$ cat src/rtl/pipe_reg_pkg.sv
// Shared types and helpers for the pipe_reg_skid two-entry skid buffer.
package pipe_reg_pkg;

  typedef enum logic [1:0] {
    PR_EMPTY = 2'd0,
    PR_ONE   = 2'd1,
    PR_TWO   = 2'd2
  } pr_state_e;

  // Widest stall counter the saturation helper supports.
  localparam int unsigned PR_CNT_MAX_W = 64;

  // True when a w-bit counter (zero-extended into cnt) sits at its ceiling.
  function automatic logic pr_cnt_at_max(input logic [PR_CNT_MAX_W-1:0] cnt,
                                         input int unsigned w);
    logic [PR_CNT_MAX_W-1:0] max_val;
    max_val = (w >= PR_CNT_MAX_W) ? '1 : ((64'd1 << w) - 64'd1);
    return (cnt >= max_val);
  endfunction

endpackage

$ cat src/rtl/pipe_reg_slot.sv
// WIDTH-bit data slot with load enable; reset and clear both restore RESET_VAL.
module pipe_reg_slot
#(
  parameter int                WIDTH     = 32,
  parameter logic [WIDTH-1:0]  RESET_VAL = '0
)
(
  input  logic             i_clk,
  input  logic             i_reset,
  input  logic             i_clr,
  input  logic             i_en,
  input  logic [WIDTH-1:0] i_d,
  output logic [WIDTH-1:0] o_q
);

  logic [WIDTH-1:0] data_q;
  logic [WIDTH-1:0] data_d;

  always_comb begin
    data_d = data_q;
    if (i_clr) begin
      data_d = RESET_VAL;
    end else if (i_en) begin
      data_d = i_d;
    end
  end

  always_ff @(posedge i_clk) begin
    if (i_reset) begin
      data_q <= RESET_VAL;
    end else begin
      data_q <= data_d;
    end
  end

  assign o_q = data_q;

endmodule

$ cat src/rtl/pipe_reg_skid.sv
// Two-entry skid buffer: registered valid/ready with full throughput.
// Optional stall counter built only when PIPE_REG_STALL_CNT_EN is defined.
module pipe_reg_skid
  import pipe_reg_pkg::*;
#(
  parameter int                WIDTH     = 32,
  parameter logic [WIDTH-1:0]  RESET_VAL = '0,
  parameter int                CNT_W     = 16
)
(
  input  logic             i_clk,
  input  logic             i_reset,
  input  logic             i_valid,
  output logic             o_ready,
  input  logic [WIDTH-1:0] i_data,
  output logic             o_valid,
  input  logic             i_ready,
  output logic [WIDTH-1:0] o_data,
  input  logic             i_flush,
  output logic [CNT_W-1:0] o_stall_cnt
);

  pr_state_e        state_q;
  pr_state_e        state_d;
  logic             accept;
  logic             pop;
  logic             main_en;
  logic             main_from_skid;
  logic             skid_en;
  logic [WIDTH-1:0] main_d;
  logic [WIDTH-1:0] main_q;
  logic [WIDTH-1:0] skid_q;

  assign o_valid = (state_q != PR_EMPTY);
  assign o_ready = (state_q != PR_TWO);
  assign accept  = i_valid & o_ready;
  assign pop     = o_valid & i_ready;

  always_comb begin
    state_d        = state_q;
    main_en        = 1'b0;
    main_from_skid = 1'b0;
    skid_en        = 1'b0;
    if (i_flush) begin
      // Slots are cleared through their own clear inputs.
      state_d = PR_EMPTY;
    end else begin
      case (state_q)
        PR_EMPTY: begin
          if (accept) begin
            main_en = 1'b1;
            state_d = PR_ONE;
          end
        end
        PR_ONE: begin
          if (accept && pop) begin
            main_en = 1'b1;
          end else if (accept) begin
            skid_en = 1'b1;
            state_d = PR_TWO;
          end else if (pop) begin
            state_d = PR_EMPTY;
          end
        end
        PR_TWO: begin
          if (pop) begin
            main_en        = 1'b1;
            main_from_skid = 1'b1;
            state_d        = PR_ONE;
          end
        end
        default: state_d = PR_EMPTY;
      endcase
    end
  end

  always_ff @(posedge i_clk) begin
    if (i_reset) begin
      state_q <= PR_EMPTY;
    end else begin
      state_q <= state_d;
    end
  end

  assign main_d = main_from_skid ? skid_q : i_data;

  pipe_reg_slot #(.WIDTH(WIDTH), .RESET_VAL(RESET_VAL)) u_main (
    .i_clk   (i_clk),
    .i_reset (i_reset),
    .i_clr   (i_flush),
    .i_en    (main_en),
    .i_d     (main_d),
    .o_q     (main_q)
  );

  pipe_reg_slot #(.WIDTH(WIDTH), .RESET_VAL(RESET_VAL)) u_skid (
    .i_clk   (i_clk),
    .i_reset (i_reset),
    .i_clr   (i_flush),
    .i_en    (skid_en),
    .i_d     (i_data),
    .o_q     (skid_q)
  );

  assign o_data = main_q;

`ifdef PIPE_REG_STALL_CNT_EN
  logic [CNT_W-1:0] stall_cnt_q;
  logic [CNT_W-1:0] stall_cnt_d;

  // Flush deliberately leaves the counter alone; only reset clears it.
  always_comb begin
    stall_cnt_d = stall_cnt_q;
    if (o_valid && !i_ready &&
        !pr_cnt_at_max(PR_CNT_MAX_W'(stall_cnt_q), CNT_W)) begin
      stall_cnt_d = stall_cnt_q + CNT_W'(1);
    end
  end

  always_ff @(posedge i_clk) begin
    if (i_reset) begin
      stall_cnt_q <= '0;
    end else begin
      stall_cnt_q <= stall_cnt_d;
    end
  end

  assign o_stall_cnt = stall_cnt_q;
`else
  assign o_stall_cnt = '0;
`endif

endmodule

$ cat config.mk
export PLATFORM = sky130hd
export DESIGN_NAME = pipe_reg_skid
export DESIGN_NICKNAME = d
export VERILOG_FILES = /design/src/rtl/pipe_reg_pkg.sv /design/src/rtl/pipe_reg_slot.sv /design/src/rtl/pipe_reg_skid.sv
export SDC_FILE = /design/constraint.sdc
export NUM_CORES = 1
export LEC_CHECK = 0
export ABC_AREA = 0
export CORE_MARGIN = 1.5
export CORE_UTILIZATION = 47
export DETAILED_ROUTE_END_ITERATION = 16
export GPL_TIMING_DRIVEN = 0
export PLACE_DENSITY = 0.88
export SYNTH_ARGS = -nofsm -noshare
export SYNTH_HDL_FRONTEND = slang
export SYNTH_SLANG_ARGS = --single-unit
$ cat constraint.sdc
create_clock -name i_clk -period 1.7 [get_ports i_clk]
set_clock_uncertainty 0.05 [all_clocks]
set_input_delay 0.34 -clock i_clk [delete_from_list [all_inputs] [get_ports i_clk]]
set_output_delay 0.34 -clock i_clk [all_outputs]
set_load 0.05 [all_outputs]
== Yosys cells after proc, flatten, opt, wreduce, memory -nomap -nowiden ==
Index checks and enable logic that the tools add are counted.

* Eq/ne operators: 7
* Multiplexer cells: 17
* Bitwise operators: 2
* Reduce and logical (&&, ||, !) cells: 5

{| class="wikitable"
|+ Operators by type and width
! operator !! number
|-
| $mux W32 || 1
|-
| $mux W2 || 5
|-
| $mux W1 || 9
|-
| $ne A2 B2 Y1 const B || 4
|-
| $pmux W2 S3 || 1
|-
| $reduce_and A4 Y1 || 1
|-
| $ne A3 B3 Y1 const B || 1
|-
| $pmux W1 S3 || 1
|-
| $and A1 B1 Y1 || 2
|-
| $eq A2 B1 Y1 const B || 1
|-
| $eq A2 B2 Y1 const B || 1
|-
| $logic_not A2 Y1 || 1
|-
| $reduce_bool A2 Y1 || 1
|-
| $reduce_or A2 Y1 || 1
|-
| $logic_and A1 B1 Y1 || 1
|}

* Bits in registers: 66
* Input port bits: 37
* Output and inout bits: 50

== Logic depth before layout (Yosys ltp) ==
Gate-level depths: netlist (run 1).

* Depth after elaboration: 6
* Depth in mapped cells: 6
* Mapped depth without buffers: 3

== Cells and area by module ==
Synthesis (run 1) repeated with hierarchy kept, for this count alone.

* Cell total of the unflattened synthesis: 279
* Area total of the unflattened synthesis: 2980.4 µm²

{| class="wikitable"
|+ By module, submodules not included
! module !! times used !! cells each !! area an instance (µm²) !! sequential area each (µm²)
|-
| pipe_reg_slot || 2 || 105 || 1156.1 || 640.6
|-
| pipe_reg_skid || 1 || 69 || 668.1 || 40.0
|}

== Worst setup path after synthesis (run 1) ==
No wires, ideal clock.

* Path kind: register to register
* From: reg state_q[0]
* To: reg u_main.data_q[0], in the netlist u_main.o_q[0]
* Data arrival time: 1.231 ns
* Required time: 1.559 ns
* Slack: 0.328 ns
* Stages on the path, launching flop included: 7
* Path buffers: 3
* Period minus slack after synthesis: 1.372 ns
* Cells stage by stage: dfxtp_1 buf_6 and4bb_2 buf_4 clkbuf_4 nand2_1 a311oi_1

* Cells in the longest elaborated chain, start to end: 6

{| class="wikitable"
|+ Ends and longest elaborated chain
! what !! line !! RTL
|-
| from (decl) || pipe_reg_skid.sv:23 || <nowiki>pr_state_e state_q;</nowiki>
|-
| from (signal assigned) || pipe_reg_skid.sv:81 || <nowiki>state_q <= state_d;</nowiki>
|-
| $ne A2 B2 Y1 or $reduce_bool A2 Y1 (tied branches) || pipe_reg_skid.sv:35, pipe_reg_skid.sv:34 ||
|-
| $and A1 B1 Y1, on equally long branches || pipe_reg_skid.sv:36, pipe_reg_skid.sv:37 ||
|-
| $logic_and A1 B1 Y1 or $mux W1 (tied branches) || pipe_reg_skid.sv:56, pipe_reg_skid.sv:66 ||
|-
| $mux W1, on equally long branches || pipe_reg_skid.sv:56, pipe_reg_skid.sv:48 ||
|-
| $pmux W1 S3 or $mux W1 (tied branches) || pipe_reg_skid.sv:48, pipe_reg_skid.sv:44 ||
|-
| $mux W1 or $mux W32 (tied branches) || pipe_reg_skid.sv:44, pipe_reg_skid.sv:85 ||
|-
| to (signal assigned) || pipe_reg_slot.sv:32 || <nowiki>data_q <= data_d;</nowiki>
|-
| to (decl) || pipe_reg_slot.sv:16 || <nowiki>logic [WIDTH-1:0] data_q;</nowiki>
|}

Parallel ways exist; a longest one is shown, timed or not.
A chain may end at the register's enable or synchronous reset.

== Final worst setup path (run 1) ==
* From: reg state_q[0]
* To: out o_valid

* Cells in the longest elaborated chain, start to end: 1

{| class="wikitable"
|+ Ends and longest elaborated chain
! what !! line !! RTL
|-
| $reduce_bool A2 Y1 || pipe_reg_skid.sv:34 || <nowiki>assign o_valid = (state_q != PR_EMPTY);</nowiki>
|-
| to (decl) || pipe_reg_skid.sv:16 || <nowiki>output logic o_valid,</nowiki>
|}

No other way between the ends.

==> results.yml, run 1 <==
cts:
  clock_path_buffers: 2
  clkTransAtPathRegs_ps: 70
  cts.sinks: 66
  cts_made_buffers: 9
  ctsRootBufferMaster: "clkbuf_8"
  insertion_delay_ps: 350
  cts_max_level: 3
  hold_buffers: 0
  cts_tree: "yes"
critical_path:
  rr_worst_depth: 6
  critPathKind: "reg2out"
  critPathArrivalTime_ps: 1250
  regToRegEndpoint: "u_main.o_q[1]$_SDFFE_PP0P_"
  crit_end: "o_valid"
  endpoint_kind: "output pin"
  worstPathRequired_ps: 1310
  r2r-start: "state_q[0]$_SDFFE_PP0P_"
  cp_max_fo: 10
  crit_start: "state_q[0]$_SDFFE_PP0P_"
  cp-start-kind: "register"
  r2r_slack_ps: 110
cells_and_area:
  antennaDiodeCount: 0
  finalInstanceArea_um2: 3980
  drive_gt1_frac: 0.159
  fin_nets: 497
  syn_to_final_growth_pct: 33.7
  layout_common_cells: "nand2_1, dfxtp_1, clkdlybuf4s50_1"
  nFillCells: 541
  layout_commonest_cell: "nand2_1"
power:
  seqPwrFrac: 0.475
  p_clk_frac: 0.344
  p_leak_nw: 1.63
  combPwrFrac: 0.182
  power_density_nw_per_um2: 853
  p_int_w: 0.00238
  p_switching_w: 0.00102
  vdd_drop_max_v: 0.000482
  swShare: 0.300
sta:
  fin_ws_ps: 56.9
  rsz0062_at_grt: "false"
  period_needed_ps: 1640
  relSlewSlack: 0.652
  tightest_slew_ps: 522
  drv_slew: 0
  finalCritPeriodShare: 0.967
  hold_viol_final: 0
  finalSetupViolations: 0
  fmax_mhz: 609
die:
  fp.dieArea_um2: 6830
  start_util: 0.495
  fp.dieH_um: 82.6
  fp.dieW_um: 82.6
  core_area_um2: 6030
  ioPinCount: 87
  rows: 28
detailed_routing:
  ant_nets: 0
  initialDrtViolationCount: 191
  vias: 2941
  drc: 0
  totalWireLength_mm: 7.96
  wl_per_cell_um: 14.7
  first_pass_iters: 5
  routed_via_density: 5.45
min_path:
  hold_class: "in2reg"
job:
  max_cap_violations: 0
global_routing:
  grt_pass1_vias: 2726
  grt_max_degree: 12
  antenna_found_initial: 0
  grt_pass1_wl_mm: 12.6
  groute.usage.overall: 0.247
  grt_overflow_total: 0
place:
  place.gp.congestion: 0.785
  dp_slack_ps: -428
  dp_hpwl_mm: 5.47
  port_buffers: 70
  place_area_um2: 3830
yosys:
  synthArstFlopShare: 0
  synth_cell_types: 23
  synth_top_flop_cell: "dfxtp_1"
  synth-warning-count: 0
  synth_cells: 365
  synth-edff-count: 0
  syn_area_per_cell_um2: 8.17
  synth-seq-area-share: 0.443
  ys_ff_latch: 66
  syn_area_um2: 2980
outcome:
  status: "completed"
[cells in the mapped netlist, types with 2 or more instances]
cell type,count,area [µm²]
a21oi_1,33,165
dfxtp_1,66,1320
a311oi_1,32,280
nand2_1,130,488
or2_2,2,12.5
clkbuf_4,3,22.5
buf_2,20,100
clkbuf_1,10,37.5
nand2b_1,2,12.5
a211oi_1,33,248
buf_4,17,128
nand4bb_1,2,22.5
buf_6,5,56.3
[layer usage]
metal,share of wire,track usage,vias to the layer above
met1,0.42,0.297,1360
met3,0.077,0.0593,10
met2,0.49,0.431,134
met5,0,0,-
li1,-,-,1437
met4,0.011,0.0783,0
[kinds of logic (layout without fill, tap and decap cells)]
logic type / after synthesis / count (layout) / share of synthesized area
and+or+nand+nor: 142 / 142 / 0.197
AOI/OAI and AO/OA: 101 / 101 / 0.243
DFF: 66 / 66 / 0.443
buffers and inverters: 55 / 140 / 0.115
other: 1 / 16 / 0.00126
[worst max-delay path, stage by stage, from the launching register on]
cell	delay (ps)
dfxtp_1	320
buf_6	130
or2_2	260
buf_4	190
[worst min-delay path by stage]
stage,start,to,slack [ps],depth (start not counted)
after floorplan,i_ready,state_q[1]$_SDFFE_PP0P_,360,1
after global placement,u_skid.o_q[27]$_SDFFE_PP0P_,u_skid.o_q[27]$_SDFFE_PP0P_,390,2
after detailed placement,u_skid.o_q[4]$_SDFFE_PP0P_,u_skid.o_q[4]$_SDFFE_PP0P_,400,2
after CTS,u_skid.o_q[4]$_SDFFE_PP0P_,u_skid.o_q[4]$_SDFFE_PP0P_,410,2
after global routing,i_valid,state_q[0]$_SDFFE_PP0P_,420,4
final,i_valid,state_q[0]$_SDFFE_PP0P_,380,4
[power groups by stage]
stage	logic, W	clock network, W	registers (W)
after CTS	0.000608	0.00117	0.00161
after detailed placement	0.000630	0	0.00165
after floorplan	0.000291	0	0.00177
after global placement	0.000621	0	0.00165
final	0.000617	0.00117	0.00161
after global routing	0.000651	0.00123	0.00162
[repair_timing]
item,4_1_cts,5_1_grt
pin swaps,0,3
gates resized for setup,47,19
buffers inserted,0,0
endpoints found under the setup margin,66,59
[flip-flops by register name, indices dropped and copies added (netlist names)]
signal and cells:
u_main.o_q 32, state_q 2, u_skid.o_q 32
[cell type report]
cell class              instances  area [µm²]  share of cell area
well taps                      75        93.8              0.0236
repair buffers                 70         654               0.164
flip-flops and latches         66        1320               0.332
multi-input cells             259        1370               0.344
clock buffers                  11         141              0.0355
clock inverters                 5        30.0             0.00754
plain buffers                  54         370              0.0930
[stage by stage]
step	power (W)	instances	hold slack, ps	TNS, ps	util
floorplan	0.00206	380	363	0	-
global placement	0.00227	525	392	-19130	0.636
detailed placement	0.00228	525	397	-22540	0.636
CTS	0.00339	541	406	0	0.657
global route	0.00350	540	417	0	0.661
finish	0.00340	540	383	0	0.661
Note: power is estimated with default switching activity, not from simulation.
==> inputs of run 2 (changes only) <==
--- a/config.mk
+++ b/config.mk
@@ -5,12 +5,12 @@
 export SDC_FILE = /design/constraint.sdc
 export NUM_CORES = 1
 export LEC_CHECK = 0
-export ABC_AREA = 0
+export ABC_AREA = 1
 export CORE_MARGIN = 1.5
-export CORE_UTILIZATION = 47
+export CORE_UTILIZATION = 48
 export DETAILED_ROUTE_END_ITERATION = 16
 export GPL_TIMING_DRIVEN = 0
-export PLACE_DENSITY = 0.88
+export PLACE_DENSITY = 0.89
 export SYNTH_ARGS = -nofsm -noshare
 export SYNTH_HDL_FRONTEND = slang
 export SYNTH_SLANG_ARGS = --single-unit
==> run 2 against run 1 <==
Count of clock-buffer cells in the layout did not move. Sequential cell count did not move. Combinational power fell by 1%. Die area rose by 4.8%. Non-clock buffer count fell by 7. Power rose by 8.4%. Highest routed layer unchanged. Design area rose by 5.9%. Clock power rose by 26%. Worst setup slack got worse by 16 ps. Synthesized area rose by 7.3%. Maximum frequency fell by 0.96%. Critical path type unchanged. Via count rose by 14%.
==> results.yml, run 2 <==
place:
  dp.cells: 651
  place.gp.congestion: 0.823
  port_buffers: 69
  dp_hpwl_mm: 5.58
power:
  swShare: 0.280
  seqPwrFrac: 0.434
  total_power_w: 0.00368
  power_density_nw_per_um2: 873
  vdd_drop_max_v: 0.000480
  combPwrFrac: 0.165
  p_clk_frac: 0.401
  p_switching_w: 0.00103
  p_int_w: 0.00265
  p_leak_nw: 2.21
global_routing:
  antenna_found_initial: 0
  grt_pass1_vias: 3053
  grt_max_degree: 12
  grt_overflow_total: 0
  groute.usage.overall: 0.239
  grt_pass1_wl_mm: 13.9
cells_and_area:
  layout_commonest_cell: "nand2_1"
  fin_nets: 622
  layout_common_cells: "nand2_1, nor2_1, dfxtp_1"
  antennaDiodeCount: 0
  fin_util: 0.661
  syn_to_final_growth_pct: 32.0
  instances_no_fill: 667
  drive_gt1_frac: 0.120
yosys:
  synthArstFlopShare: 0
  synth_top_flop_cell: "dfxtp_1"
  synth_cell_types: 23
  yosysMostFrequentCell: "nand2_1"
  synth_cells: 490
  syn_area_per_cell_um2: 6.52
  synth-warning-count: 0
  netlist.top_cell.by_area: "dfxtp_1"
  yosys-top-cells-area: "dfxtp_1, nand2_1, nor2_1, nand3_1, nor3_1"
  synthTopCellsByCount: "nand2_1, nor2_1, dfxtp_1"
  syn_area_um2: 3200
  synth-edff-count: 0
  synth-seq-area-share: 0.413
  ys_ff_latch: 66
  synth.top_cell.area_share: 0.413
cts:
  cts_tree: "yes"
  ctsRootBufferMaster: "clkbuf_8"
  cts_made_buffers: 9
  cts_max_level: 3
  postCtsSetupRepairBufs: 0
  clock_path_buffers: 2
  cts.sinks: 66
  clkTransAtPathRegs_ps: 70
  insertion_delay_ps: 340
sta:
  relSlewSlack: 0.666
  fmax_mhz: 603
  finalSetupViolations: 0
  finalSetupTns_ps: 0
  timing.hold.ws_ps: 394
  finalCritPeriodShare: 0.976
  period_needed_ps: 1660
  tightest_slew_ps: 501
  drv_slew: 0
  rsz0062_at_grt: "false"
  hold_viol_final: 0
critical_path:
  critPathArrivalTime_ps: 1270
  worstPathRequired_ps: 1310
  cp_cell_sequence: "inv_2, nand2_2, clkdlybuf4s15_2"
  cp_max_fo: 4
  max_stage_delay_ps: 390
  endpoint_kind: "output pin"
  crit_buf_inv: 2
  cp_slowest_cell: "dfxtp_1"
  crit_family: "buffers and inverters"
  critPathKind: "reg2out"
  cp-start-kind: "register"
detailed_routing:
  initialDrtViolationCount: 299
  totalWireLength_mm: 8.24
  vias: 3347
  drc: 0
  ant_nets: 0
  routed_via_density: 5.02
  wl_per_cell_um: 12.3
  first_pass_iters: 5
job:
  max_cap_violations: 0
die:
  start_util: 0.501
  fp.dieH_um: 84.6
  core_area_um2: 6390
  ioPinCount: 87
  rows: 29
  fp.dieArea_um2: 7160
  fp.dieW_um: 84.6
outcome:
  status: "completed"
min_path:
  hold_class: "in2reg"
[run 2: cell type report]
class / count / area [µm²]
clock inverter: 5 / 77.6
inverter: 37 / 139
buffer: 48 / 303
fill: 556 / 2170
multi-input combinational: 354 / 1490
clock buffer: 11 / 141
sequential: 66 / 1320
tap: 77 / 96.3
timing repair buffer: 69 / 647
[run 2: kinds of logic (layout without fill, tap and decap cells)]
family | count (synthesis) | count (layout) | share of synthesized area
DFF | 66 | 66 | 0.413
and+or+nand+nor | 303 | 303 | 0.394
other | 1 | 16 | 0.00117
buffers and inverters | 85 | 170 | 0.137
AOI/OAI and AO/OA | 35 | 35 | 0.0548
[run 2: per-layer routing]
metal	vias up	global-route usage	part of all wire
met5	-	0	0
met4	0	0.138	0.030
met2	170	0.386	0.47
met3	23	0.0285	0.074
li1	1670	-	-
met1	1484	0.307	0.42
[run 2: worst paths after layout]
kind	from	to	slack [ps]	cells after the start
worst max-delay path	state_q[0]$_SDFFE_PP0P_	o_ready	40	3
worst min-delay path	i_flush	u_skid.o_q[0]$_SDFFE_PP0P_	390	3
worst min register to register	state_q[0]$_SDFFE_PP0P_	state_q[1]$_SDFFE_PP0P_	440	1
worst max register to register	state_q[1]$_SDFFE_PP0P_	u_skid.o_q[21]$_SDFFE_PP0P_	270	6
[run 2: worst register-to-register path, stage by stage, from the launching register on]
cell and delay (ps):
dfxtp_1 360, inv_2 80, nand2_1 90, nor3_2 270
buf_2 270, o21ai_0 120, nor2_1 140
[run 2: power groups by stage]
stage | Sequential, W | Clock, W | Combinational [W]
2_1_floorplan | 0.00173 | 0 | 0.000319
3_3_place_gp | 0.00163 | 0 | 0.000610
3_5_place_dp | 0.00163 | 0 | 0.000619
4_1_cts | 0.00160 | 0.00147 | 0.000605
5_1_grt | 0.00160 | 0.00154 | 0.000657
6_report | 0.00160 | 0.00148 | 0.000609
[run 2: timing repair]
action / in CTS / in global routing
endpoints found under the setup margin: 34 / 14
resized for setup: 40 / 8
pin swaps: 0 / 0
hold buffers: 0 / 0
[run 2: metrics by stage]
step | area [µm²] | setup WS [ps]
after detailed placement | 4040 | -224
after floorplan | 3250 | 136
final | 4220 | 41.0
after global placement | 4040 | -170
after CTS | 4220 | 40.5
after global routing | 4220 | 2.92
